File: src/rtl/wb_queue.sv
// Writeback queue: merges load and ALU results into an in-order FIFO that drains
// one register-file write per clock and exposes pending-write lookups for decode.
// Optional build macro WB_BYPASS_EN enables forwarding of the youngest queued data.
module wb_queue #(
    parameter int unsigned DEPTH = 4,
    parameter int unsigned DW    = 32,
    parameter int unsigned AW    = 5
) (
    input  logic                     clk,
    input  logic                     rst,
    input  logic                     mem_valid,
    input  logic [AW-1:0]            mem_reg,
    input  logic [DW-1:0]            mem_data,
    output logic                     mem_ready,
    input  logic                     alu_valid,
    input  logic [AW-1:0]            alu_reg,
    input  logic [DW-1:0]            alu_data,
    output logic                     alu_ready,
    output logic                     write,
    output logic [AW-1:0]            write_reg,
    output logic [DW-1:0]            write_data,
    input  logic [AW-1:0]            q_reg1,
    input  logic [AW-1:0]            q_reg2,
    output logic                     hazard1,
    output logic                     hazard2,
    output logic                     fwd_valid1,
    output logic [DW-1:0]            fwd_data1,
    output logic                     fwd_valid2,
    output logic [DW-1:0]            fwd_data2,
    output logic [$clog2(DEPTH):0]   count
);

    localparam int unsigned PW = (DEPTH > 1) ? $clog2(DEPTH) : 1;
    localparam int unsigned CW = $clog2(DEPTH) + 1;

    logic [PW-1:0] rd_ptr;
    logic [PW-1:0] wr_ptr;
    logic [CW-1:0] count_q;
    logic [AW-1:0] reg_q  [DEPTH];
    logic [DW-1:0] data_q [DEPTH];

    logic          mem_push;
    logic          alu_push;
    logic          pop;
    logic [PW-1:0] alu_slot;
    logic [PW-1:0] wr_ptr_next;
    logic [PW-1:0] rd_ptr_next;
    logic [CW-1:0] count_next;

    // Ready looks only at current occupancy; a same-cycle pop is not credited.
    assign mem_ready = rst && (count_q <= CW'(DEPTH - 1));
    assign alu_ready = rst && (({1'b0, count_q} + (CW + 1)'(mem_valid)) <= (CW + 1)'(DEPTH - 1));

    assign mem_push = mem_valid && mem_ready;
    assign alu_push = alu_valid && alu_ready;
    assign pop      = (count_q != '0);

    // The load result is older than a simultaneous ALU result.
    assign alu_slot    = wr_ptr + PW'(mem_push);
    assign wr_ptr_next = wr_ptr + PW'(mem_push) + PW'(alu_push);
    assign rd_ptr_next = rd_ptr + PW'(pop);
    assign count_next  = count_q + CW'(mem_push) + CW'(alu_push) - CW'(pop);

    always_ff @(posedge clk or negedge rst) begin
        if (!rst) begin
            rd_ptr  <= '0;
            wr_ptr  <= '0;
            count_q <= '0;
        end else begin
            rd_ptr  <= rd_ptr_next;
            wr_ptr  <= wr_ptr_next;
            count_q <= count_next;
        end
    end

    // Entry storage carries no reset; occupancy is tracked by count_q alone.
    always_ff @(posedge clk) begin
        if (mem_push) begin
            reg_q[wr_ptr]  <= mem_reg;
            data_q[wr_ptr] <= mem_data;
        end
        if (alu_push) begin
            reg_q[alu_slot]  <= alu_reg;
            data_q[alu_slot] <= alu_data;
        end
    end

    assign count      = count_q;
    assign write      = pop;
    assign write_reg  = reg_q[rd_ptr];
    assign write_data = data_q[rd_ptr];

    // Lookup walks entries by age offset from the head: offset 0 is oldest.
    logic [PW-1:0]    idx_off [DEPTH];
    logic [DEPTH-1:0] occ_off;
    logic [DEPTH-1:0] match1;
    logic [DEPTH-1:0] match2;

    for (genvar k = 0; k < DEPTH; k++) begin : g_lookup
        assign idx_off[k] = rd_ptr + PW'(k);
        assign occ_off[k] = (CW'(k) < count_q);
        assign match1[k]  = occ_off[k] && (reg_q[idx_off[k]] == q_reg1);
        assign match2[k]  = occ_off[k] && (reg_q[idx_off[k]] == q_reg2);
    end

    assign hazard1 = |match1;
    assign hazard2 = |match2;

`ifdef WB_BYPASS_EN
    // Later offsets overwrite earlier ones, so the youngest match wins.
    always_comb begin
        fwd_data1 = '0;
        fwd_data2 = '0;
        for (int unsigned k = 0; k < DEPTH; k++) begin
            if (match1[k]) fwd_data1 = data_q[idx_off[k]];
            if (match2[k]) fwd_data2 = data_q[idx_off[k]];
        end
    end

    assign fwd_valid1 = hazard1;
    assign fwd_valid2 = hazard2;
`else
    assign fwd_valid1 = 1'b0;
    assign fwd_valid2 = 1'b0;
    assign fwd_data1  = '0;
    assign fwd_data2  = '0;
`endif

endmodule

File: config.mk
export PLATFORM = sky130hd
export DESIGN_NAME = wb_queue
export DESIGN_NICKNAME = d
export VERILOG_FILES = /design/src/rtl/wb_queue.sv
export SDC_FILE = /design/constraint.sdc
export NUM_CORES = 1
export LEC_CHECK = 0
export CAP_MARGIN = 20
export CORE_AREA = 2 2 137 139
export CTS_CLUSTER_SIZE = 40
export DETAILED_ROUTE_END_ITERATION = 6
export DIE_AREA = 0 0 139 141
export GPL_ROUTABILITY_DRIVEN = 1
export GPL_TIMING_DRIVEN = 0
export MAX_ROUTING_LAYER = met4
export PLACE_DENSITY = 0.8
export SYNTH_ARGS = -nofsm -noshare
export SYNTH_HDL_FRONTEND = slang
export SYNTH_SLANG_ARGS = --single-unit
File: constraint.sdc
create_clock -name clk -period 4.7 [get_ports clk]
set_input_delay 1.175 -clock clk [delete_from_list [all_inputs] [get_ports clk]]
set_output_delay 1.175 -clock clk [all_outputs]
set_load 0.01 [all_outputs]
* Yosys cells after proc, flatten, opt, wreduce, memory -nomap -nowiden
Memories as Yosys holds them, arrays and structs flattened.
Cells that the tools add are included.
** Word-level totals
- Flip-flop bits (word level) :: 7
- Bits in writable memories :: 148
- Input port bits :: 88
- Output and inout bits :: 111
- Word-level logic and storage cells :: 48
- Memories :: 2
** Cells by class
- $add $sub $neg :: 10
- Order comparisons :: 6
- Eq/ne operators :: 8
- Mux-type cells :: 4
- Reductions and logical operators :: 15
** Memories
- data_q :: words 4, width 32, read ports 1, clocked after memory_dff 0, wr ports 2, line 40 : logic [DW-1:0] data_q [DEPTH];
- reg_q :: words 4, width 5, read ports 4, clocked after memory_dff 0, wr ports 2, line 39 : logic [AW-1:0] reg_q [DEPTH];
** Operator list (number)
- 5-bit equality test :: 8
- 1-bit logical AND :: 12
- 4-bit OR reduction :: 2
- 2-bit by 1-bit adder with 2-bit output :: 3
- 3-bit by 1-bit adder with 3-bit output :: 2
- 1-bit by 3-bit less-than comparator with 1-bit output, first input constant :: 2
- 2-bit by 3-bit less-than comparator with 1-bit output, first input constant :: 2
- 2-bit adder, second input constant :: 2
- 3-bit by 1-bit adder with 4-bit output :: 1
- 4-bit by 2-bit less-or-equal comparator with 1-bit output, second input constant :: 1
- 1-bit 2-to-1 mux :: 4
- 3-bit by 2-bit less-or-equal comparator with 1-bit output, second input constant :: 1
- 3-bit nonzero test :: 1
- 3-bit by 1-bit subtractor with 3-bit output :: 1
- 2-bit by 1-bit adder with 2-bit output, second input constant :: 1

* Logic depth before layout (Yosys ltp)
- Word-level depth :: 6
- Depth in mapped cells :: 9
- Mapped depth without buffers :: 8

* Worst setup path after synthesis
Ideal clock, no wire load.
- Path kind :: input -> register
- From :: input port rst
- To :: memory data_q[0][0] (enable)
- Library setup time :: 0.487 ns
- Data arrival time :: 4.368 ns
- Required time :: 4.213 ns
- Path slack :: -0.156 ns
- Stages on the path :: 3
- Buffers on the path :: 0
- Cell sequence :: nor2b_1 > nand2_1 > o31ai_1
** RTL lines
- start, declared :: line 10 : input logic rst,
- end, declared :: line 40

* Worst setup path after layout
- From :: register rd_ptr[0]
- To :: output port write_data[15]
** Between the ends
- Longest elaborated chain between the ends :: 1
** RTL lines
- start, declared :: line 36 : logic [PW-1:0] rd_ptr;
- start signal, assigned :: line 70 : rd_ptr <= rd_ptr_next;
- memory read 4 x 32 bit
- end, declared :: line 21 : output logic [DW-1:0] write_data,
No other way between the ends.

==> impl_results.md <==
* Final period util at roughly 94%
* TritonCTS clock tree: done
* Post-Layout Cell Count at around 1.0k
* Post-DP HPWL at 14730 um
* Area Growth Syn to Fin at 26.93%
* Share of cells above drive strength 1 at between 40% and 50%
* Clock Skews at 7.716 ps
* GR met3 Demand/Resource at under 10%
* Worst R2R End: data_q[1][3]
* First drt pass iteration count at 4
* EDFF count, synth at ~150
* Initial Util at around half
* CP Data Required Time at 3520 ps
* Post-synthesis adder-cell area fraction at under 10%
* Routed wire length at 20800 um
* Clock buffer depth at 2
* Compound-Gate Fraction of Synth Area at less than 1%
* Unique masters post-synth at 36
* CTS clk-pin slew, worst paths at approximately 60 ps
* Chip height at 141 um
* Mapped Cells at 579
* Combinational family with the most area after synthesis: multiplexers
* Port buffer count at around 130
* Worst-Skew Late Latency at 420 ps
* Vias in the first global route at 5981
* Row count at 50
* PwrDens at 510.9 nW/um^2
* Final critical-path required period at about 4400 ps
* CP Capture Type: output pin
* Rel. slew slack at approximately a third
* Final WS setup at 305.2 ps
* Routed len/inst at 19.96 um
* Status: complete, no violations
* CP Launch Type: flip-flop
* Max Clock Freq at around 0.23 GHz
* First-pass GRT wire length at about 32000 um
* Hold WS at between 500 and 600 ps
* Die width at 139 um
* FF+latch count, synth at 155
* Setup Viol. Count Final at 0
* Main synth FF type: edfxtp_1
* Initial antenna violation count at 4
* Clk sink count at 155
* Final Power at 5.994 mW
* Max VDD drop at around 0.34 mV
* Pre-CTS setup slack at 27.41 ps
* I/O pins at ~200
* Via Count at 5579
* Pleak at 4.482 nW
* Global-route usage over all layers at 22.40%
* Fill cell count at around 1.3k
* Critical Path Source: rd_ptr[0]
* Unrepaired setup endpoints after global routing: no
* Max-Cap Viols at 0
* Reg2Reg Launch Point: count[2]
* Hold/Removal Path Class: flip-flop to flip-flop
* Post-Syn Area at around 9200 sq um
* ANT nets after route at 0
* Routing usage on met2 at a little under two fifths
* XOR/XNOR share of the synthesized area at 4.643%
* Clk root buf: clkbuf_16
* Htree depth at 4
* Number of cells on the worst reg-to-reg path at 10
* Post-Place Cells at a little over 1k
* Final slew viol count at 0
* Avg Cell Area, Syn at roughly 16 sq um
* GR Overflow Total at 0
* Largest net degree at the start of global routing at 23
* Setup crit end: write_data[15]
* Total CTS buffers at 17
* Final hold viol count at 0
* Multiplexer share of the synthesized area at about a third
* Core area at about 18000 sq um
* FFs w/ async S/R, synth at 4.516%
* Sequential Area at about 4600 sq um
* Post-CTS setup buffers at 0
* Nets at 892
* Worst EP arrival at 3220 ps
* Gr busiest metal: met2
* Synth Area in Simple Gates at roughly 2%
* Max Fanout on Critical Path at 10
* Setup CP Type: flip-flop to output pin
* M1 GR Usage at between 20% and 30%
* Post-DR vias/cell at 5.354
* Number of remaining DRC errors at 0
* Register-to-register setup slack at between 1000 and 1500 ps
* Detailed Route Iter0 Violations at 210
* Placer Congestion at roughly 0.83
* Multi-input gate area at around 4200 sq um
* Slew @ Worst Pin at roughly 1000 ps
* Die area at roughly 20000 sq um
* Synth Warn # at 0
* Sequential fraction of the synthesis area at between 40% and 50%
## flip-flops by register name, indices dropped and copies added, names as in the netlist
register,cells
reg_q,20
rd_ptr,2
wr_ptr,2
data_q,128
count,3
## power breakdown
part | total (mW) | internal [mW] | switching, mW
Combinational | 2.79 | 1.48 | 1.31
Sequential | 1.93 | 1.82 | 0.102
Clock | 1.28 | 0.764 | 0.515
## cells in the final DEF (no fill, tap or decap), types with 3 or more instances in the layout
master	instances
buf_4	68
nor4_1	3
xnor2_1	28
nand4_1	6
clkbuf_16	17
diode_2	4
a21oi_1	3
clkbuf_1	11
mux2i_1	13
nand3_1	10
mux4_2	49
mux2_2	111
buf_2	15
buf_6	6
clkdlybuf4s50_1	127
ha_1	7
edfxtp_1	148
inv_1	7
conb_1	66
dfrtp_1	7
xor2_1	21
buf_12	3
mux2_4	38
nand2_1	5
## layout make-up
| cell class | count | area share, % |
|---|---|---|
| tap | 234 | 2.496 |
| antenna | 4 | 0.08532 |
| clock buffer | 19 | 3.690 |
| timing repair buffer | 132 | 11.71 |
| sequential | 155 | 39.38 |
| clock inverter | 9 | 0.8746 |
| inverter | 8 | 0.2560 |
| multi-input combinational | 380 | 35.53 |
| buffer | 101 | 5.983 |
## layer usage
| metal | share of wire (%) | up-vias |
|---|---|---|
| met5 | 0 | - |
| met3 | 7.0 | 32 |
| met1 | 41 | 2787 |
| met2 | 50 | 211 |
| li1 | - | 2549 |
| met4 | 1.6 | 0 |
## cells by family (layout without fill, tap and decap cells)
| logic type | count (synthesis) | count (layout) |
|---|---|---|
| compound gates | 11 | 11 |
| xor+xnor | 49 | 49 |
| fa+ha+maj | 9 | 9 |
| buf+inv | 109 | 269 |
| flops | 155 | 155 |
| mux | 211 | 211 |
| other cells | 1 | 70 |
| simple gates | 34 | 34 |
## critical path, stage by stage (launching register included)
cell,delay (ps)
dfrtp_1,400
buf_4,250
buf_4,230
buf_2,370
buf_2,440
mux4_2,590
clkdlybuf4s50_1,510
## timing repair
| item | in CTS | in global routing |
|---|---|---|
| setup endpoints to repair | 0 | 1 |
| resized for setup | 0 | 1 |
| hold buffers | 0 | 0 |
## metrics by stage
step                cell area, sq um  setup TNS (ps)  util (%)
floorplan                       9492               0         -
global placement               11060         -158690     60.52
detailed placement             11180               0     61.22
CTS                            11720               0     64.15
global route                   11730               0     64.22
finish                         11730               0     64.22
## how the worst min path moves through the flow
stage | from | end | slack, ps | cells after the start
final | rd_ptr[0] | rd_ptr[0] | 600 | 1
after global routing | rd_ptr[0] | rd_ptr[0] | 640 | 1
after CTS | rd_ptr[0] | rd_ptr[0] | 600 | 1
after detailed placement | rd_ptr[0] | rd_ptr[0] | 580 | 1
after global placement | rd_ptr[0] | rd_ptr[0] | 550 | 1
after floorplan | rd_ptr[0] | rd_ptr[0] | 530 | 1
## cell usage after synthesis (3+ instances only)
cell type    n  area share [%]
a21oi_1      3            0.16
buf_6        6            0.73
inv_1        7            0.28
mux2_4      38             6.2
nand4_1      6            0.41
ha_1         7            0.95
nand3_1     10            0.54
xor2_1      21             2.0
nand2_1      7            0.28
buf_4       68             5.5
mux4_2      49              12
clkbuf_1     9            0.37
buf_2       16            0.87
xnor2_1     28             2.7
mux2i_1     13             1.4
nor4_1       3            0.20
edfxtp_1   148              48
dfrtp_1      7             1.9
mux2_2     111              14
Power figures use the tool's default switching activity.
